`src/rtl/mem_port_arbiter.sv`:
```
// Shares one external memory port between instruction fetch and load/store.
// LS has strict priority; each access is BUS (ack or timeout), then one RESP cycle.
module mem_port_arbiter #(
  parameter int AW      = 16,
  parameter int DW      = 16,
  parameter int TIMEOUT = 15
) (
  input  logic          clk,
  input  logic          rst,
  input  logic          if_req,
  input  logic [AW-1:0] if_addr,
  output logic [DW-1:0] if_rdata,
  output logic          if_done,
  input  logic          ls_req,
  input  logic          ls_we,
  input  logic [AW-1:0] ls_addr,
  input  logic [DW-1:0] ls_wdata,
  output logic [DW-1:0] ls_rdata,
  output logic          ls_done,
  output logic          stallreq_if,
  output logic          stallreq_ls,
  output logic          bus_req,
  output logic          bus_we,
  output logic [AW-1:0] bus_addr,
  output logic [DW-1:0] bus_wdata,
  input  logic [DW-1:0] bus_rdata,
  input  logic          bus_ack,
  output logic          bus_err
);
  localparam int CW = $clog2(TIMEOUT + 1);

  typedef enum logic [1:0] {IDLE, BUS_LS, BUS_IF, RESP} state_t;
  typedef struct packed {
    logic          req;
    logic          we;
    logic [AW-1:0] addr;
    logic [DW-1:0] wdata;
  } bus_cmd_t;

  state_t        state, state_n;
  logic [CW-1:0] cnt, cnt_n;
  bus_cmd_t      cmd, cmd_n;
  logic [DW-1:0] if_rdata_n, ls_rdata_n;
  logic          if_done_n, ls_done_n, bus_err_n;
  logic          expired;

  assign bus_req     = cmd.req;
  assign bus_we      = cmd.we;
  assign bus_addr    = cmd.addr;
  assign bus_wdata   = cmd.wdata;
  assign stallreq_if = if_req & ~if_done;
  assign stallreq_ls = ls_req & ~ls_done;
  assign expired     = (cnt == CW'(TIMEOUT - 1));

  always_ff @(posedge clk) begin
    if (rst) begin
      state    <= IDLE;
      cnt      <= '0;
      cmd      <= '0;
      if_rdata <= '0;
      ls_rdata <= '0;
      if_done  <= 1'b0;
      ls_done  <= 1'b0;
      bus_err  <= 1'b0;
    end else begin
      state    <= state_n;
      cnt      <= cnt_n;
      cmd      <= cmd_n;
      if_rdata <= if_rdata_n;
      ls_rdata <= ls_rdata_n;
      if_done  <= if_done_n;
      ls_done  <= ls_done_n;
      bus_err  <= bus_err_n;
    end
  end

  always_comb begin
    state_n    = state;
    cnt_n      = cnt;
    cmd_n      = cmd;
    if_rdata_n = if_rdata;
    ls_rdata_n = ls_rdata;
    if_done_n  = 1'b0;
    ls_done_n  = 1'b0;
    bus_err_n  = 1'b0;
    case (state)
      IDLE: begin
        cnt_n = '0;
        if (ls_req) begin
          cmd_n   = '{req: 1'b1, we: ls_we, addr: ls_addr, wdata: ls_wdata};
          state_n = BUS_LS;
        end else if (if_req) begin
          cmd_n   = '{req: 1'b1, we: 1'b0, addr: if_addr, wdata: '0};
          state_n = BUS_IF;
        end
      end
      BUS_LS, BUS_IF: begin
        cnt_n = cnt + CW'(1);
        // ack wins over timeout; an aborted access returns zero data
        if (bus_ack || expired) begin
          state_n   = RESP;
          cnt_n     = '0;
          cmd_n     = '0;
          bus_err_n = ~bus_ack;
          if (state == BUS_LS) begin
            ls_done_n  = 1'b1;
            ls_rdata_n = (bus_ack && !cmd.we) ? bus_rdata : '0;
          end else begin
            if_done_n  = 1'b1;
            if_rdata_n = bus_ack ? bus_rdata : '0;
          end
        end
      end
      RESP:    state_n = IDLE;
      default: state_n = IDLE;
    endcase
  end
endmodule

```
`config.mk`:
```
export PLATFORM = sky130hd
export DESIGN_NAME = mem_port_arbiter
export DESIGN_NICKNAME = d
export VERILOG_FILES = /design/src/rtl/mem_port_arbiter.sv
export SDC_FILE = /design/constraint.sdc
export NUM_CORES = 1
export LEC_CHECK = 0
export BUFFER_PORTS_ARGS = -buffer_cell sky130_fd_sc_hd__buf_4
export CAP_MARGIN = 20
export CELL_PAD_IN_SITES_DETAIL_PLACEMENT = 0
export CELL_PAD_IN_SITES_GLOBAL_PLACEMENT = 1
export CORE_MARGIN = 2
export CORE_UTILIZATION = 38
export CTS_CLUSTER_DIAMETER = 60
export CTS_CLUSTER_SIZE = 30
export DETAILED_ROUTE_END_ITERATION = 8
export PLACE_DENSITY = 0.9
export SLEW_MARGIN = 20
export SYNTH_ARGS = -nofsm -noshare
export SYNTH_HDL_FRONTEND = slang
export SYNTH_SLANG_ARGS = --single-unit
```
`constraint.sdc`:
```
create_clock -name clk -period 3.05 [get_ports clk]
set_input_delay 0.61 -clock clk [delete_from_list [all_inputs] [get_ports clk]]
set_output_delay 0.61 -clock clk [all_outputs]
set_load 0.005 [all_outputs]
```
==> flow_summary.toml <==
[timing]
fmax_mhz = 418
worstMarginPinSlew_ns = 1.02
slew_viol_final = 0
slew_headroom_pct = 31.7
clock_skew_ns = 0.00898
post-route-min-period_ns = 2.39
post-route-period-util_pct = 78.5
rsz0062_at_grt = "false"
hold_violations = 0
setup_ws_ns = 0.657
tns_ns = 0
setup_viol = 0

[routing]
antenna_left = 0
vias = 3059
dr.pass1.iters = 4
vias_per_cell = 4.97
drc = 0
wl_um = 8790
drt-initial-drc-count = 158
wl_per_cell_um = 14.3

[global_route]
antenna_found_initial = 0
grt_pass1_vias = 2942
grt_usage_pct = 17.4
grt_max_degree = 82
grt_pass1_wl_um = 14000
overflow = 0

[cts]
ctsHoldBuffers = 0
cts_setup_buffers = 0
clkSlewWorstSetupHoldPaths_ns = 0.08
cts_tree = "yes"
post_cts_resized = 0
root_buffer = "clkbuf_8"
numCtsBuffers = 9
clock_latency_ns = 0.34
cts_buffer_depth = 2
htree_levels = 3
clock_sinks = 75

[power_and_ir_drop]
combPwrFrac_pct = 41.1
powerDensity_nw_per_um2 = 728
swShare_pct = 34.0
leakage_nw = 2.04
power_w = 0.00350
pwr-share-clk_pct = 21.9
ir_worst_vdd_mv = 0.367
seq_power_share_pct = 37.1
power.switching_w = 0.00119
internal-power_w = 0.00231

[floorplan]
die-area_um2 = 10100
num_rows = 35
core_region_area_um2 = 9110
die_h_um = 100
die_w_um = 100
pin_count = 141
initial_core_util_pct = 38.7

[job]
drv_cap = 0

[placement]
dp_hpwl_um = 6210
place_ws_ns = 0.551
io_buffers = 140
dpl.cell_count = 599
place_congestion = 0.768

[finish]
syn_to_final_growth_pct = 36.4
antennaDiodeCount = 0
fin_util_pct = 52.7
n_fill_cell = 839
fin_nets = 575
drive_gt1_share_pct = 36.9
fin_cells = 615

[worst_setup_path]
cp-start-kind = "flop"
worstSetupPathType = "reg2reg"
crit_required_ns = 3.31
crit_path_end_kind = "flop"
regToRegStartpoint = "state[0]$_SDFFE_PP0P_"
timing.rr.end = "bus_addr[11]$_SDFFE_PP0P_"
crit_fanout = 24
crit_start = "state[0]$_SDFFE_PP0P_"
crit_arrival_ns = 2.66
ff2ff_setup_slack_ns = 0.66
crit_end = "bus_addr[11]$_SDFFE_PP0P_"
rr_worst_depth = 6

[synth]
syn_area_um2 = 3520
synth_fp_nets = 448
synth_flop_cell = "dfxtp_1"
ys_warn_count = 0
synthArstFlopShare_pct = 0
synth_edf_count = 0
synth_common_cells = "dfxtp_1 (75), nand2_1 (69), nand2b_1 (52), mux2i_1 (49), a21oi_1 (22)"
yosysTopAreaCellShare_pct = 42.6
synth_top_cells_by_area = "dfxtp_1 (43%), mux2i_1 (14%), nand2b_1 (9.2%)"
ys_ff_latch = 75
synth_seq_area_share_pct = 42.6
yosysMostFrequentCell = "dfxtp_1"
synth_cell_type_count = 34
synth.avg_cell_area_um2 = 9.46
synth_area_leader_cell = "dfxtp_1"
netlist_instances = 372

[worst_hold_path]
min_path_type = "reg2reg"

[outcome]
outcome = "completed"
[critical path: stages (launching register included)]
cell	delay (ns)
dfxtp_1	0.36
inv_1	0.08
ha_1	0.31
buf_4	0.19
o221ai_4	0.80
buf_4	0.37
mux2i_1	0.21
[state kept, by name (all words and copies together) (netlist names), 2 cells and up]
| signal | flops |
|---|---|
| bus_addr | 16 |
| bus_wdata | 16 |
| if_rdata | 16 |
| ls_rdata | 16 |
| cnt | 4 |
| state | 2 |
[layout make-up]
class                   count  area (µm²)  area share [%]
inverters                   5        18.8           0.391
well taps                 111         139            2.89
clock buffers              10         138            2.87
multi-input cells         263        1850            38.6
repair buffers            145        1090            22.7
flip-flops and latches     75        1500            31.3
clock inverters             6        65.1            1.35
[stage by stage]
step                hold WS (ns)  area (µm²)
floorplan                  0.437        3520
global placement           0.436        4580
detailed placement         0.439        4580
CTS                        0.451        4790
global route               0.473        4800
finish                     0.446        4800
[metal layers]
| metal | wire length [µm] | GRT usage [%] | share of wire [%] | vias up |
|---|---|---|---|---|
| li1 | - | - | - | 1525 |
| met5 | 0 | 0 | 0 | - |
| met3 | 744 | 5.64 | 8.5 | 16 |
| met1 | 3910 | 21.9 | 45 | 1400 |
| met2 | 3940 | 27.6 | 45 | 118 |
| met4 | 185 | 7.27 | 2.1 | 0 |
[worst min path at each step]
stage                                     from                   end  slack, ns  cells after the start
after floorplan           bus_req$_SDFFE_PP0P_  bus_req$_SDFFE_PP0P_       0.44                      2
after global placement    bus_req$_SDFFE_PP0P_  bus_req$_SDFFE_PP0P_       0.44                      2
after detailed placement  bus_req$_SDFFE_PP0P_  bus_req$_SDFFE_PP0P_       0.44                      2
after CTS                 bus_req$_SDFFE_PP0P_  bus_req$_SDFFE_PP0P_       0.45                      2
after global routing      bus_req$_SDFFE_PP0P_  bus_req$_SDFFE_PP0P_       0.47                      2
final                     bus_req$_SDFFE_PP0P_  bus_req$_SDFFE_PP0P_       0.45                      2
[logic make-up (layout without fill, tap and decap cells)]
| family | count (synthesis) | after routing | synth area share, % |
|---|---|---|---|
| adder cells (fa/ha/maj) | 6 | 6 | 2.13 |
| multiplexers | 67 | 67 | 19.7 |
| AO/OA/AOI/OAI | 45 | 45 | 8.67 |
| AND/OR/NAND/NOR | 145 | 145 | 21.2 |
| flip-flops | 75 | 75 | 42.6 |
| buffers and inverters | 34 | 166 | 5.69 |
[placed cells by master, fill, tap and decap left out, drive strengths merged, types with 2 or more instances in the layout]
cell and n:
a21oi 22, dfxtp 75, nor2b 5, nand3 2, nor3b 2, a31o 2, nand2b 52, or4 2
clkinv 4, mux2i 49, mux2 18, nand2 69, buf 145, nor2 5, clkbuf 10, nor3 2
ha 6, and3 2, a311oi 16, inv 5
[power by group through the flow]
stage               Clock, W  Combinational (W)  Sequential [W]
floorplan                  0           0.000925         0.00132
global placement           0            0.00142         0.00131
detailed placement         0            0.00144         0.00132
CTS                 0.000789            0.00145         0.00130
global route        0.000826            0.00158         0.00132
finish              0.000765            0.00144         0.00130
(Power assumes the default switching activity.)
